==> src/rtl/bin_to_bcd_seq_if.sv <==
// Request/result bundle for bin_to_bcd_seq. The blank_mask signal exists
// only when BIN2BCD_BLANK_EN is defined.
interface bin_to_bcd_seq_if #(
  parameter int BIN_W  = 16,
  parameter int DIGITS = 5
);
  logic                  start;
  logic [BIN_W-1:0]      bin_in;
  logic                  busy;
  logic                  done;
  logic [4*DIGITS-1:0]   bcd_out;
`ifdef BIN2BCD_BLANK_EN
  logic [DIGITS-1:0]     blank_mask;

  modport master (
    output start,
    output bin_in,
    input  busy,
    input  done,
    input  bcd_out,
    input  blank_mask
  );

  modport slave (
    input  start,
    input  bin_in,
    output busy,
    output done,
    output bcd_out,
    output blank_mask
  );
`else
  modport master (
    output start,
    output bin_in,
    input  busy,
    input  done,
    input  bcd_out
  );

  modport slave (
    input  start,
    input  bin_in,
    output busy,
    output done,
    output bcd_out
  );
`endif
endinterface

==> src/rtl/bin_to_bcd_seq.sv <==
// Sequential binary-to-BCD converter (double dabble, one bit per clock).
// Optional leading-zero blank mask output enabled by macro BIN2BCD_BLANK_EN.
module bin_to_bcd_seq #(
  parameter int BIN_W  = 16,
  parameter int DIGITS = 5
) (
  input  logic            clk,
  input  logic            rstn,
  bin_to_bcd_seq_if.slave bus
);

  localparam int ACC_W = 4 * DIGITS;
  localparam int CAT_W = ACC_W + BIN_W;
  localparam int CNT_W = $clog2(BIN_W + 1);
  localparam logic [CNT_W-1:0] CNT_LOAD = CNT_W'(BIN_W);
  localparam logic [CNT_W-1:0] CNT_ONE  = CNT_W'(1);

  typedef enum logic [0:0] {
    ST_IDLE  = 1'b0,
    ST_SHIFT = 1'b1
  } state_t;

  state_t           r_state;
  state_t           w_state_nxt;
  logic [ACC_W-1:0] r_acc;
  logic [ACC_W-1:0] w_acc_nxt;
  logic [ACC_W-1:0] w_acc_adj;
  logic [BIN_W-1:0] r_sreg;
  logic [BIN_W-1:0] w_sreg_nxt;
  logic [CNT_W-1:0] r_cnt;
  logic [CNT_W-1:0] w_cnt_nxt;
  logic             r_busy;
  logic             w_busy_nxt;
  logic             r_done;
  logic             w_done_nxt;
  logic [ACC_W-1:0] r_bcd;
  logic [ACC_W-1:0] w_bcd_nxt;
  logic [CAT_W-1:0] w_cat_shl;
  logic             w_last_shift;

  function automatic logic [3:0] add3_if_ge5(input logic [3:0] d);
    return (d >= 4'd5) ? (d + 4'd3) : d;
  endfunction

  // Per-digit correction applied before the shift
  always_comb begin
    w_acc_adj = '0;
    for (int i = 0; i < DIGITS; i++) begin
      w_acc_adj[4*i +: 4] = add3_if_ge5(r_acc[4*i +: 4]);
    end
  end

  // The carry out of the top digit falls off here, giving the mod 10^DIGITS result
  assign w_cat_shl    = {w_acc_adj, r_sreg} << 1'b1;
  assign w_last_shift = (r_state == ST_SHIFT) && (r_cnt == CNT_ONE);

  // Next-state and datapath update
  always_comb begin
    w_state_nxt = r_state;
    w_acc_nxt   = r_acc;
    w_sreg_nxt  = r_sreg;
    w_cnt_nxt   = r_cnt;
    w_busy_nxt  = r_busy;
    w_done_nxt  = 1'b0;
    w_bcd_nxt   = r_bcd;
    case (r_state)
      ST_IDLE: begin
        if (bus.start) begin
          w_state_nxt = ST_SHIFT;
          w_sreg_nxt  = bus.bin_in;
          w_acc_nxt   = '0;
          w_cnt_nxt   = CNT_LOAD;
          w_busy_nxt  = 1'b1;
        end else begin
          w_state_nxt = ST_IDLE;
          w_busy_nxt  = 1'b0;
        end
      end
      ST_SHIFT: begin
        w_acc_nxt  = w_cat_shl[CAT_W-1 -: ACC_W];
        w_sreg_nxt = w_cat_shl[BIN_W-1:0];
        w_cnt_nxt  = r_cnt - CNT_ONE;
        if (r_cnt == CNT_ONE) begin
          w_state_nxt = ST_IDLE;
          w_bcd_nxt   = w_cat_shl[CAT_W-1 -: ACC_W];
          w_done_nxt  = 1'b1;
          w_busy_nxt  = 1'b0;
        end else begin
          w_state_nxt = ST_SHIFT;
          w_busy_nxt  = 1'b1;
        end
      end
      default: begin
        w_state_nxt = ST_IDLE;
        w_busy_nxt  = 1'b0;
      end
    endcase
  end

  // State register
  always_ff @(posedge clk) begin
    if (!rstn) begin
      r_state <= ST_IDLE;
    end else begin
      r_state <= w_state_nxt;
    end
  end

  // Datapath and output registers
  always_ff @(posedge clk) begin
    if (!rstn) begin
      r_acc  <= '0;
      r_sreg <= '0;
      r_cnt  <= '0;
      r_busy <= 1'b0;
      r_done <= 1'b0;
      r_bcd  <= '0;
    end else begin
      r_acc  <= w_acc_nxt;
      r_sreg <= w_sreg_nxt;
      r_cnt  <= w_cnt_nxt;
      r_busy <= w_busy_nxt;
      r_done <= w_done_nxt;
      r_bcd  <= w_bcd_nxt;
    end
  end

  assign bus.busy    = r_busy;
  assign bus.done    = r_done;
  assign bus.bcd_out = r_bcd;

`ifdef BIN2BCD_BLANK_EN
  logic [DIGITS-1:0] r_blank;
  logic [DIGITS-1:0] w_blank_nxt;
  logic [DIGITS-1:0] w_blank_res;
  logic              w_zero_run;

  // Leading-zero flags scanned from the top digit down; units digit never blanks
  always_comb begin
    w_blank_res = '0;
    w_zero_run  = 1'b1;
    for (int i = DIGITS - 1; i >= 1; i--) begin
      w_zero_run     = w_zero_run & (w_cat_shl[BIN_W + 4*i +: 4] == 4'd0);
      w_blank_res[i] = w_zero_run;
    end
  end

  // Blank mask captured together with the result
  always_comb begin
    if (w_last_shift) begin
      w_blank_nxt = w_blank_res;
    end else begin
      w_blank_nxt = r_blank;
    end
  end

  // Blank mask register
  always_ff @(posedge clk) begin
    if (!rstn) begin
      r_blank <= '0;
    end else begin
      r_blank <= w_blank_nxt;
    end
  end

  assign bus.blank_mask = r_blank;
`endif

endmodule
==> src/flat_wrapper.sv <==
// flat-port wrapper written by rule: the top's interface ports become plain ports
module bin_to_bcd_seq_flat 
#(
  parameter int BIN_W  = 16,
  parameter int DIGITS = 5
)
  (clk, rstn, bus_start, bus_bin_in, bus_busy, bus_done, bus_bcd_out);
  bin_to_bcd_seq_if #(.BIN_W(BIN_W), .DIGITS(DIGITS)) bus_i ();
  input  logic clk;
  input  logic rstn;
  input wire logic [$bits(bus_i.start)-1:0] bus_start;
  input wire logic [$bits(bus_i.bin_in)-1:0] bus_bin_in;
  output wire logic [$bits(bus_i.busy)-1:0] bus_busy;
  output wire logic [$bits(bus_i.done)-1:0] bus_done;
  output wire logic [$bits(bus_i.bcd_out)-1:0] bus_bcd_out;
  assign bus_i.start = bus_start;
  assign bus_i.bin_in = bus_bin_in;
  assign bus_busy = bus_i.busy;
  assign bus_done = bus_i.done;
  assign bus_bcd_out = bus_i.bcd_out;
  bin_to_bcd_seq #(.BIN_W(BIN_W), .DIGITS(DIGITS)) u_core (.clk(clk), .rstn(rstn), .bus(bus_i));
endmodule
==> config.mk <==
export PLATFORM = sky130hd
export DESIGN_NAME = bin_to_bcd_seq_flat
export DESIGN_NICKNAME = d
export VERILOG_FILES = /design/src/rtl/bin_to_bcd_seq_if.sv /design/src/rtl/bin_to_bcd_seq.sv /design/src/flat_wrapper.sv
export SDC_FILE = /design/constraint.sdc
export NUM_CORES = 1
export LEC_CHECK = 0
export BUFFER_PORTS_ARGS = -buffer_cell sky130_fd_sc_hd__buf_2
export CAP_MARGIN = 10
export CELL_PAD_IN_SITES_DETAIL_PLACEMENT = 0
export CELL_PAD_IN_SITES_GLOBAL_PLACEMENT = 1
export CORE_MARGIN = 2
export CORE_UTILIZATION = 30
export DETAILED_ROUTE_END_ITERATION = 12
export HOLD_SLACK_MARGIN = 0.15
export PLACE_DENSITY = 0.68
export SKIP_LAST_GASP = 1
export SLEW_MARGIN = 20
export SYNTH_ARGS = -nofsm -noshare
export SYNTH_HDL_FRONTEND = slang
export SYNTH_SLANG_ARGS = --single-unit
==> constraint.sdc <==
create_clock -name clk -period 2.3 [get_ports clk]
set_input_delay 0.115 -clock clk [delete_from_list [all_inputs] [get_ports clk]]
set_output_delay 0.115 -clock clk [all_outputs]
set_load 0.005 [all_outputs]
# Yosys cells after proc, flatten, opt, wreduce, memory -nomap -nowiden
# Index checks and enable logic that the tools add are counted.
# word_totals
regBits	63
# op_classes
add_sub_neg	6
magnitude_cmp	5
eq_ne	2
n_mux	15
bitwise_logic	1
reduce_logical	2
# op_table
op	n
$pmux W20 S2	1
$pmux W16 S2	1
$ge A4 B3 Y1 const B	5
$mux W20	1
$add A4 B2 Y4 const B	4
$mux W16	1
$mux W4	4
$pmux W5 S2	1
$eq A5 B1 Y1 const B	1
$mux W5	1
$sub A5 B1 Y5 const B	1
$reduce_and A2 Y1	2
$add A3 B2 Y3 const B	1
$mux W1	3
$mux W3	1
$ne A2 B2 Y1 const B	1
$pmux W1 S2	1
$not A1 Y1	1

# Logic depth before layout (Yosys ltp)
# Gate-level depths: netlist of run 1.
# logic_depth
word_depth	3
mapped_depth	7

# Worst setup path after synthesis of run 1
# OpenSTA, ideal clock, no wires.
# synth_path
path_kind	flip-flop to flip-flop
start	register u_core.r_acc[9]
end	register u_core.r_bcd[10], in the netlist u_core.bus.bcd_out[10]
setup_time_ns	0.059
arrival_ns	1.281
required_ns	2.241
path_slack_ns	0.960
stages_incl_launch_ff	7
path_buffers	0
period_less_slack_ns	1.340
path_cell_list	dfxtp_1 inv_1 ha_1 nand2b_1 a21oi_1 mux2i_1 a22o_1
# synth_via
elab_chain_len	2
# synth_rtl
item	line_no	text
from (decl)	bin_to_bcd_seq.sv:25	logic [ACC_W-1:0] r_acc;
from (signal assigned)	bin_to_bcd_seq.sv:119	r_acc <= w_acc_nxt;
$add A4 B2 Y4 or $ge A4 B3 Y1 (tied branches)	bin_to_bcd_seq.sv:42	return (d >= 4'd5) ? (d + 4'd3) : d;
$mux W4 (*)	bin_to_bcd_seq.sv:42	
to (signal assigned)	bin_to_bcd_seq.sv:124	r_bcd <= w_bcd_nxt;
to (decl)	bin_to_bcd_seq.sv:36	logic [ACC_W-1:0] r_bcd;
# Every way passes the cells marked *; elsewhere a longest branch is shown, timed or not.
# A chain may end at the register's enable or synchronous reset.

# Worst setup path in the final report of run 1
# layout_path
start	register u_core.r_acc[8]
end	register u_core.r_bcd[10], in the netlist u_core.bus.bcd_out[10]
# The elaborated chain is that of the path after synthesis.

==> flow_summary.ini, run 1 <==
[synth]
yosys.area_share.simple_pct = 17.34
synth_compound_area_share_pct = 18.69
synth_mux_area_share_pct = 7.612
netlist-cell-type-count = 31
synthAdderAreaFrac_pct = 5.190
synth_top_family_by_area = compound AO/OA/AOI/OAI gates
netlist_instances = 307
yosysWarnings = 0
syn_avg_cell_area_um2 = 9.423
syn_area_um2 = 2893
synth-seq-area-share_pct = 43.60
synth_xor_area_share_pct = 1.817
synth.net_count = 338
synth-seq-cells = 63

[global_routing]
grt.overflow.total = 0
antenna_found_initial = 0
grt_pass1_vias = 2190
grt_first_pass_wirelength_um = 10190
grt_max_degree = 47
grt_usage_pct = 12.45

[cells_and_area]
nets = 381
diodes = 0
fin_util_pct = 36.46
drive_above_1_share_pct = 19.15
syn_to_final_growth_pct = 17.00

[worst_setup_path]
critPathArrivalTime_ns = 1.82
worstSetupStartpointType = flop
cp.required_ns = 2.59
endpoint_kind = flop
rrSetupSlack_ns = 0.77
crit_fanout = 5
critPathKind = reg2reg

[cts]
clk_path_buf_depth = 2
htree_levels = 3
root_buffer = clkbuf_8
cts_tree = done
clkLatencyLatePin_ns = 0.34
cts_setup_buffers = 0
clock-sinks = 63
cts_made_buffers = 9
cts.reportedPaths.clkPinSlew_ns = 0.07

[sta]
fin_crit_sh_pct = 66.57
rsz0062_at_grt = no
setup_tns_ns = 0
setup_viol = 0
tightest_slew_ns = 0.4476
maxSlewViolCount = 0
final-hold-violation-count = 0
fin_crit_ns = 1.531
fmax_mhz = 653.1
relSlewSlack_pct = 70.16
fin_skew_ns = 0.01083

[detailed_routing]
drt_wl_total_um = 5840
vias = 2183
drtAntennaViolNets = 0
vias_per_cell = 4.510
routedWlPerCell_um = 12.07
drt_iter0_markers = 71
drt_drc_violations_left = 0
first_pass_iters = 4

[floorplan]
start_util_pct = 31.16
num_io_pins = 41
core_um2 = 9284
die_h_um = 102.2
die-area_um2 = 10440
rows = 35
die_w_um = 102.2

[pwr]
ir_worst_vdd_uv = 352.5
power_density_nw_per_um2 = 632.3
p_leak_nw = 1.367

[placed_design]
hpwl_um = 3960
port_buffers = 40
place_congestion = 0.7402

[min_path]
hold_class = in2reg

[run_status]
status = finished, final reports clean

[run]
cap_violations = 0
[Yosys cell counts]
master    instances  area, µm²
nor4b_4           1      23.77
dfxtp_1          63       1261
inv_1            12      45.04
ha_1             12      150.1
o21ai_0          40      200.2
o221a_2           1      11.26
buf_2             6      30.03
nand2_2           1      6.260
and2_4            1      8.760
a21boi_0          5      37.54
buf_6             5      56.30
nand2_1          32      120.1
nand3_1           5      25.02
clkinv_2          1      5.000
o21a_1            1      7.510
xnor2_1           6      52.55
nor2_1            1      3.750
nor2b_1           6      37.54
clkbuf_1          4      15.01
a21oi_2           1      8.760
a21oi_1          16      80.08
nor3_1            3      15.01
a21boi_2          1      11.26
nor3b_1          15      112.6
buf_4             2      15.01
mux2i_1          22      220.2
and2_0            1      6.260
nand2b_1          5      31.28
a22o_1           21      183.9
and2_1           16      100.1
nor2_4            1      11.26
[power by group]
part,total (mW),switching (mW),internal (mW)
sequential,1.14,0.0240,1.12
combinational,0.168,0.0881,0.0801
clock,0.829,0.444,0.385
[cells in the final DEF, fill, tap and decap left out, types with 12 or more instances in the layout]
master / instances
buf_2: 40
mux2i_1: 22
ha_1: 12
o21ai_0: 40
a22o_1: 21
a21oi_1: 16
nand2_1: 32
nor3b_1: 15
and2_1: 16
dfxtp_1: 62
inv_1: 12
[critical path, cell delays in order, from the launching register on]
cell      delay [ns]
dfxtp_1         0.36
inv_1           0.07
ha_1            0.24
nand2b_1        0.09
a21oi_1         0.26
mux2i_1         0.30
a22o_1          0.16
[layer usage]
metal / vias to the layer above / wire (µm) / GRT usage [%]
met4: 0 / 74 / 4.000
met2: 42 / 2633 / 20.19
met5: - / 0 / 0
li1: 1152 / - / -
met3: 8 / 266 / 4.241
met1: 981 / 2866 / 15.61
[cell families (layout without fill, tap and decap cells)]
| group | Yosys count | in the layout |
|---|---|---|
| buf+inv | 30 | 78 |
| fa+ha+maj | 12 | 12 |
| xor+xnor | 6 | 6 |
| compound gates | 86 | 86 |
| flops | 63 | 63 |
| simple gates | 88 | 88 |
| mux | 22 | 22 |
[timing repair]
action                                  in CTS  in global routing
hold buffers                                 5                  0
gates resized for setup                      0                  0
hold endpoints to repair                     5                  0
endpoints found under the setup margin       0                  0
[per-stage QoR]
step / hold WS [ns] / instances / power [mW] / area (µm²) / setup WS [ns]
after floorplan: 0.2636 / 307 / 1.295 / 2893 / 0.9605
after global placement: 0.4366 / 463 / 1.330 / 3169 / 0.7810
after detailed placement: 0.4393 / 463 / 1.333 / 3169 / 0.7535
after CTS: 0.1507 / 484 / 2.178 / 3385 / 0.7287
after global routing: 0.1768 / 484 / 2.254 / 3385 / 0.6302
final: 0.1653 / 484 / 2.140 / 3385 / 0.7688
[cell type report]
type	instances	area (µm²)
Sequential cell	63	1262
Tap cell	129	161.4
Fill cell	1005	5899
Inverter	13	50.05
Timing Repair Buffer	49	280.3
Clock inverter	6	37.54
Clock buffer	10	127.6
Multi-Input combinational cell	214	1465
[sequential cells by signal (all words and copies together), names as in the netlist]
name / flops
u_core.r_cnt: 5
u_core.r_state: 1
u_core.bus.bcd_out: 20
u_core.bus.done: 1
u_core.r_sreg: 16
u_core.r_acc: 20
[final timing paths]
kind / startpoint / endpoint / cells past startpoint
setup reg to reg: u_core.r_acc[8]$_SDFFE_PN0P_ / u_core.bus.bcd_out[10]$_SDFFE_PN0P_ / 6
hold reg to reg: u_core.bus.bcd_out[11]$_SDFFE_PN0P_ / u_core.bus.bcd_out[11]$_SDFFE_PN0P_ / 2
hold / removal: bus_bin_in[5] / u_core.r_sreg[5]$_SDFFE_PN0P_ / 4
setup / recovery: u_core.r_acc[8]$_SDFFE_PN0P_ / u_core.bus.bcd_out[10]$_SDFFE_PN0P_ / 6
Power figures use the tool's default switching activity.
==> inputs of run 2 (changes only) <==
- PLACE_DENSITY: 0.68 -> 0.7
- clock period: 2.3 -> 1.35 ns (I/O delays scaled with it)
==> run 2 against run 1 <==
The flow now finishes with violations (negative setup slack). First-iteration DRC count decreased by 9.9%. Setup slack got worse by 0.80 ns. Clock skew increased by 0.0029 ns. Clock power increased by 92%. Sequential share of layout area decreased by 5.0 points. Die area unchanged. Critical endpoint is now u_core.bus.bcd_out[1]$_SDFFE_PN0P_.
==> flow_summary.ini, run 2 (synthesis gave the netlist of run 1 again) <==
[worst_setup_path]
r2r_start = u_core.r_cnt[1]$_SDFFE_PN0P_
endpoint_kind = flop
rrSetupSlack_ns = -0.03
critPathKind = reg2reg
worstSetupStartpointType = flop
critPathArrivalTime_ns = 1.61
crit_fanout = 21
rr_worst_depth = 6
r2r-end = u_core.bus.bcd_out[1]$_SDFFE_PN0P_
cp.required_ns = 1.58
cp-startpoint = u_core.r_cnt[1]$_SDFFE_PN0P_

[run]
cap_violations = 0

[detailed_routing]
first_pass_iters = 4
vias_per_cell = 4.601
vias = 2411
routedWlPerCell_um = 12.82
drt_wl_total_um = 6719
drtAntennaViolNets = 0
drt_iter0_markers = 64
drt_drc_violations_left = 0

[cells_and_area]
nets = 421
fill_cells = 925
diodes = 0
final_cell_mix = 51 x dfxtp_1, 40 x buf_2, 37 x o21ai_0
final_common_cell = dfxtp_1
syn_to_final_growth_pct = 36.76
drive_above_1_share_pct = 34.18

[min_path]
hold_class = in2reg
min_to = u_core.r_state$_SDFF_PN0_
min_from = bus_start
holdPathStages = 4

[sta]
relSlewSlack_pct = 80.84
fmax_mhz = 725.9
worst_slack_ns = -0.02760
setup_tns_ns = -0.2065
maxSlewViolCount = 0
fin_skew_ns = 0.01376
final-hold-violation-count = 0
fin_crit_ns = 1.378
setup_viol = 11
tightest_slew_ns = 0.2870
fin_crit_sh_pct = 102.0
rsz0062_at_grt = yes

[cts]
clkLatencyLatePin_ns = 0.34
root_buffer = clkbuf_8
cts_tree = done
clk_path_buf_depth = 2
cts.reportedPaths.clkPinSlew_ns = 0.07
htree_levels = 3
cts_made_buffers = 9
clock-sinks = 63

[run_status]
violations = negative setup slack
status = finished, violations left

[pwr]
ir_worst_vdd_uv = 557.8
p_leak_nw = 1.594
power_mw = 3.916
power_density_nw_per_um2 = 989.9

[floorplan]
core_um2 = 9284
num_io_pins = 41
die-area_um2 = 10440
die_h_um = 102.2
rows = 35
die_w_um = 102.2
start_util_pct = 31.16

[placed_design]
place_congestion = 0.7147
hpwl_um = 4317
port_buffers = 40

[global_routing]
antenna_found_initial = 0
grt_max_degree = 43
grt_pass1_vias = 2314
grt.overflow.total = 0
grt_first_pass_wirelength_um = 10900
grt_usage_pct = 13.38
[run 2: cell types whose count changed in the layout (fill, tap and decap cells not counted), sizes merged]
cell / change
buf: +28
clkinvlp: -2
bufinv: +1
clkinv: +1
dlygate4sd3: +12
[run 2: repair_timing]
| action | CTS | global route |
|---|---|---|
| endpoints found under the hold margin | 23 | 0 |
| setup buffers | 0 | 4 |
| resized for setup | 16 | 40 |
| hold buffers | 17 | 0 |
| pin swaps | 10 | 11 |
| endpoints found under the setup margin | 22 | 36 |
[run 2: power by group]
group / switching, mW / internal (mW) / leakage (nW)
logic: 0.181 / 0.200 / 0.980
registers: 0.0379 / 1.91 / 0.517
clock network: 0.745 / 0.846 / 0.0960
[run 2: worst max-delay path, cell delays in order, from the launching register on]
cell and delay [ns]:
dfxtp_1 0.31, inv_1 0.07, ha_1 0.14, nor4b_4 0.24, a21boi_2 0.11, buf_12 0.17
a22o_1 0.23
[run 2: area by class of cell]
type	instances	area [µm²]	area share [%]
clock buffer	10	127.6	3.226
clock inverter	6	61.31	1.550
inverter	13	52.55	1.328
multi-input combinational	214	1629	41.18
sequential	63	1276	32.26
tap	129	161.4	4.080
timing repair buffer	89	648.1	16.38
[run 2: worst max-delay path by stage]
stage	to	slack, ns
after floorplan	u_core.bus.bcd_out[10]$_SDFFE_PN0P_	0.01
after global placement	u_core.r_acc[2]$_SDFFE_PN0P_	-0.11
after detailed placement	u_core.r_acc[2]$_SDFFE_PN0P_	-0.13
after CTS	u_core.bus.bcd_out[1]$_SDFFE_PN0P_	-0.04
after global routing	u_core.bus.bcd_out[17]$_SDFFE_PN0P_	-0.11
final	u_core.bus.bcd_out[1]$_SDFFE_PN0P_	-0.03
[run 2: metrics by stage]
step / hold WS (ns) / area, µm² / cells / utilization [%] / setup slack [ns]
finish: 0.2204 / 3956 / 524 / 42.61 / -0.02760
global route: 0.2129 / 3956 / 524 / 42.61 / -0.1142
CTS: 0.2047 / 3814 / 520 / 41.08 / -0.03745
detailed placement: 0.4167 / 3386 / 487 / 36.47 / -0.1308
global placement: 0.3953 / 3386 / 487 / 36.47 / -0.1054
floorplan: 0.2161 / 2893 / 307 / - / 0.01046
[run 2: layer usage]
metal	GRT usage, %	vias up	part of all wire, %
met3	4.172	6	5.1
met1	16.45	1111	45
met4	4.410	0	0.89
li1	-	1239	-
met2	22.32	55	49
met5	0	-	0
==> inputs of run 3 (changes only) <==
- ABC_AREA: unset -> 1
- PLACE_DENSITY: 0.7 -> 0.73
==> run 3 against run 2 <==
The flow now finishes without violations. Sequential share of layout area increased by 0.88 points. Design area decreased by 3.3%. Flip-flop and latch count unchanged. Clock power increased by 18%. Setup slack improved by 0.10 ns. Die area increased by 3.8%. Register-to-register slack improved by 0.10 ns. Power increased by 6.2%. Critical path type unchanged. Largest cell class unchanged.
==> flow_summary.ini, run 3 <==
[run_status]
status = finished, final reports clean

[synth]
synth_mux_area_share_pct = 0
yosysWarnings = 0
synth.net_count = 445
syn_area_um2 = 3007
yosysTopAreaCellShare_pct = 41.95
synth_xor_area_share_pct = 0
synthTopCellsByCount = 164 x nand2_1, 63 x dfxtp_1, 41 x inv_1, 36 x a21oi_1, 36 x nand3_1
synth_top_family_by_area = simple AND/OR/NAND/NOR gates
netlist-cell-type-count = 22
post-synth-top-count-cell = nand2_1
synth_edf_count = 0
synthAdderAreaFrac_pct = 4.994
synthFlopType = dfxtp_1
synth_compound_area_share_pct = 9.821
synth-seq-cells = 63
yosys.area_share.simple_pct = 32.96
syn_avg_cell_area_um2 = 7.262
synth-seq-area-share_pct = 41.95
yosysTopAreaCell = dfxtp_1
synth_area_leaders = dfxtp_1 42%, nand2_1 20%, a21oi_1 6.0%, nand3_1 6.0%, inv_1 5.1%
netlist_instances = 414
async_flop_share_pct = 0

[detailed_routing]
drt_drc_violations_left = 0
first_pass_iters = 4
vias = 2740
routedWlPerCell_um = 10.78
drtAntennaViolNets = 0
vias_per_cell = 4.448
drt_iter0_markers = 66
drt_wl_total_um = 6638

[cts]
htree_levels = 3
clkLatencyLatePin_ns = 0.34
clk_path_buf_depth = 2
root_buffer = clkbuf_8
cts_made_buffers = 9
cts.reportedPaths.clkPinSlew_ns = 0.08
clock-sinks = 63
cts_tree = done

[pwr]
intPower_mw = 3.155
ir_worst_vdd_uv = 541.4
power_frac_clock_pct = 45.1
pwr-share-seq_pct = 46.6
combPwrFrac_pct = 8.3
p_leak_nw = 1.884
power_mw = 4.158
switchingPower_mw = 1.003
power_density_nw_per_um2 = 1087
swShare_pct = 24.12

[floorplan]
die_w_um = 104.1
die_h_um = 104.1
start_util_pct = 30.90
die-area_um2 = 10840
rows = 36
core_um2 = 9729
num_io_pins = 41

[min_path]
hold_class = reg2reg
min_to = u_core.bus.bcd_out[19]$_SDFFE_PN0P_
min_from = u_core.bus.bcd_out[19]$_SDFFE_PN0P_
holdPathStages = 2

[worst_setup_path]
crit_family = simple AND/OR/NAND/NOR gates
cp-startpoint = u_core.r_acc[12]$_SDFFE_PN0P_
rr_worst_depth = 7
critPathBufInv = 1
cpMaxStageDelayCell = dfxtp_1
worstSetupStartpointType = flop
path_common_cell = nand2_1
critPathArrivalTime_ns = 1.54
endpoint_kind = flop
critPathMaxStageDelay_ns = 0.32
rrSetupSlack_ns = 0.08
cp.required_ns = 1.62
r2r_start = u_core.r_acc[12]$_SDFFE_PN0P_
critPathKind = reg2reg
crit_fanout = 4
crit_path_cell_trace = buf_4 -> ha_1 -> nand2_1 -> nand3_2 -> nand2_1 -> nand3_1 -> a21oi_1
r2r-end = u_core.r_acc[14]$_SDFFE_PN0P_

[cells_and_area]
seq_area_um2 = 1267
syn_to_final_growth_pct = 27.22
drive_above_1_share_pct = 20.91
nets = 509
final_cell_mix = 159 x nand2_1, 58 x dfxtp_1, 40 x buf_2
fill_cells = 1035
diodes = 0
multiInputGateArea_um2 = 1480
final_common_cell = nand2_1
instances_no_fill = 616

[placed_design]
placedCellCount = 581
place_congestion = 0.8261
port_buffers = 40
hpwl_um = 4385

[sta]
fmax_mhz = 785.4
fin_skew_ns = 0.009859
maxSlewViolCount = 0
fin_crit_ns = 1.273
tightest_slew_ns = 0.2765
setup_viol = 0
relSlewSlack_pct = 81.54
hold_ws_ns = 0.4425
rsz0062_at_grt = yes
fin_crit_sh_pct = 94.32
final-hold-violation-count = 0
setup_tns_ns = 0

[global_routing]
grt_max_degree = 40
grt_first_pass_wirelength_um = 11900
grt_pass1_vias = 2695
antenna_found_initial = 0
grt.overflow.total = 0
grt_usage_pct = 13.28

[run]
cap_violations = 0
run 3: cell types whose count changed after synthesis, moves of 11 or more:
cell / before / now
nand3_1: 5 / 36
nor3b_1: 15 / 0
mux2i_1: 22 / 0
nand2_1: 32 / 164
a22o_1: 21 / 0
nand4_1: 0 / 11
a21oi_1: 16 / 36
inv_1: 12 / 41
and2_1: 16 / 0
o21ai_0: 40 / 6
run 3: layout make-up:
| class | count | area share, % |
|---|---|---|
| inverters | 43 | 4.220 |
| well taps | 133 | 4.351 |
| flip-flops and latches | 63 | 33.14 |
| clock inverters | 6 | 2.421 |
| clock buffers | 10 | 3.598 |
| multi-input cells | 290 | 38.70 |
| repair buffers | 71 | 13.58 |
run 3: worst max path at each step:
| stage | endpoint | cells past startpoint |
|---|---|---|
| after floorplan | u_core.r_acc[9]$_SDFFE_PN0P_ | 8 |
| after global placement | u_core.r_acc[5]$_SDFFE_PN0P_ | 8 |
| after detailed placement | u_core.r_acc[9]$_SDFFE_PN0P_ | 8 |
| after CTS | bus_busy | 2 |
| after global routing | u_core.r_acc[14]$_SDFFE_PN0P_ | 7 |
| final | u_core.r_acc[14]$_SDFFE_PN0P_ | 7 |
run 3: kinds of logic (layout without fill, tap and decap cells):
group / after synthesis / after routing
buffers and inverters: 61 / 130
AO/OA/AOI/OAI: 53 / 53
flip-flops: 63 / 63
AND/OR/NAND/NOR: 225 / 225
adder cells (fa/ha/maj): 12 / 12
run 3: worst register-to-register path, stage by stage, from the launching register on:
cell	delay, ns
dfxtp_1	0.32
buf_4	0.14
ha_1	0.19
nand2_1	0.12
nand3_2	0.13
nand2_1	0.11
nand3_1	0.07
a21oi_1	0.12
run 3: metal layers:
layer  vias to the layer above  wire (µm)  track usage, %
met3                         8        232           4.135
met4                         0         56           3.185
met5                         -          0               0
met2                        48       3242           23.78
met1                      1228       3107           15.41
li1                       1456          -               -
run 3: stage by stage:
step / util, % / instance area (µm²) / setup slack [ns]
finish: 39.31 / 3825 / 0.07673
global route: 39.31 / 3825 / -0.03773
CTS: 38.75 / 3770 / 0.002852
detailed placement: 34.47 / 3353 / 0.01157
global placement: 34.47 / 3353 / 0.04368
floorplan: - / 3007 / 0.1110
run 3: power groups by stage:
stage	combinational [mW]	sequential, mW	clock (mW)
2_1_floorplan	0.234	1.97	0
3_3_place_gp	0.306	1.98	0
3_5_place_dp	0.310	1.98	0
4_1_cts	0.349	1.94	1.96
5_1_grt	0.396	1.95	2.03
6_report	0.343	1.94	1.88
run 3: timing repair:
action | 4_1_cts | 5_1_grt
hold buffers | 18 | 0
endpoints found under the setup margin | 2 | 26
hold endpoints to repair | 20 | 0
setup buffers | 0 | 1
gates resized for setup | 2 | 18
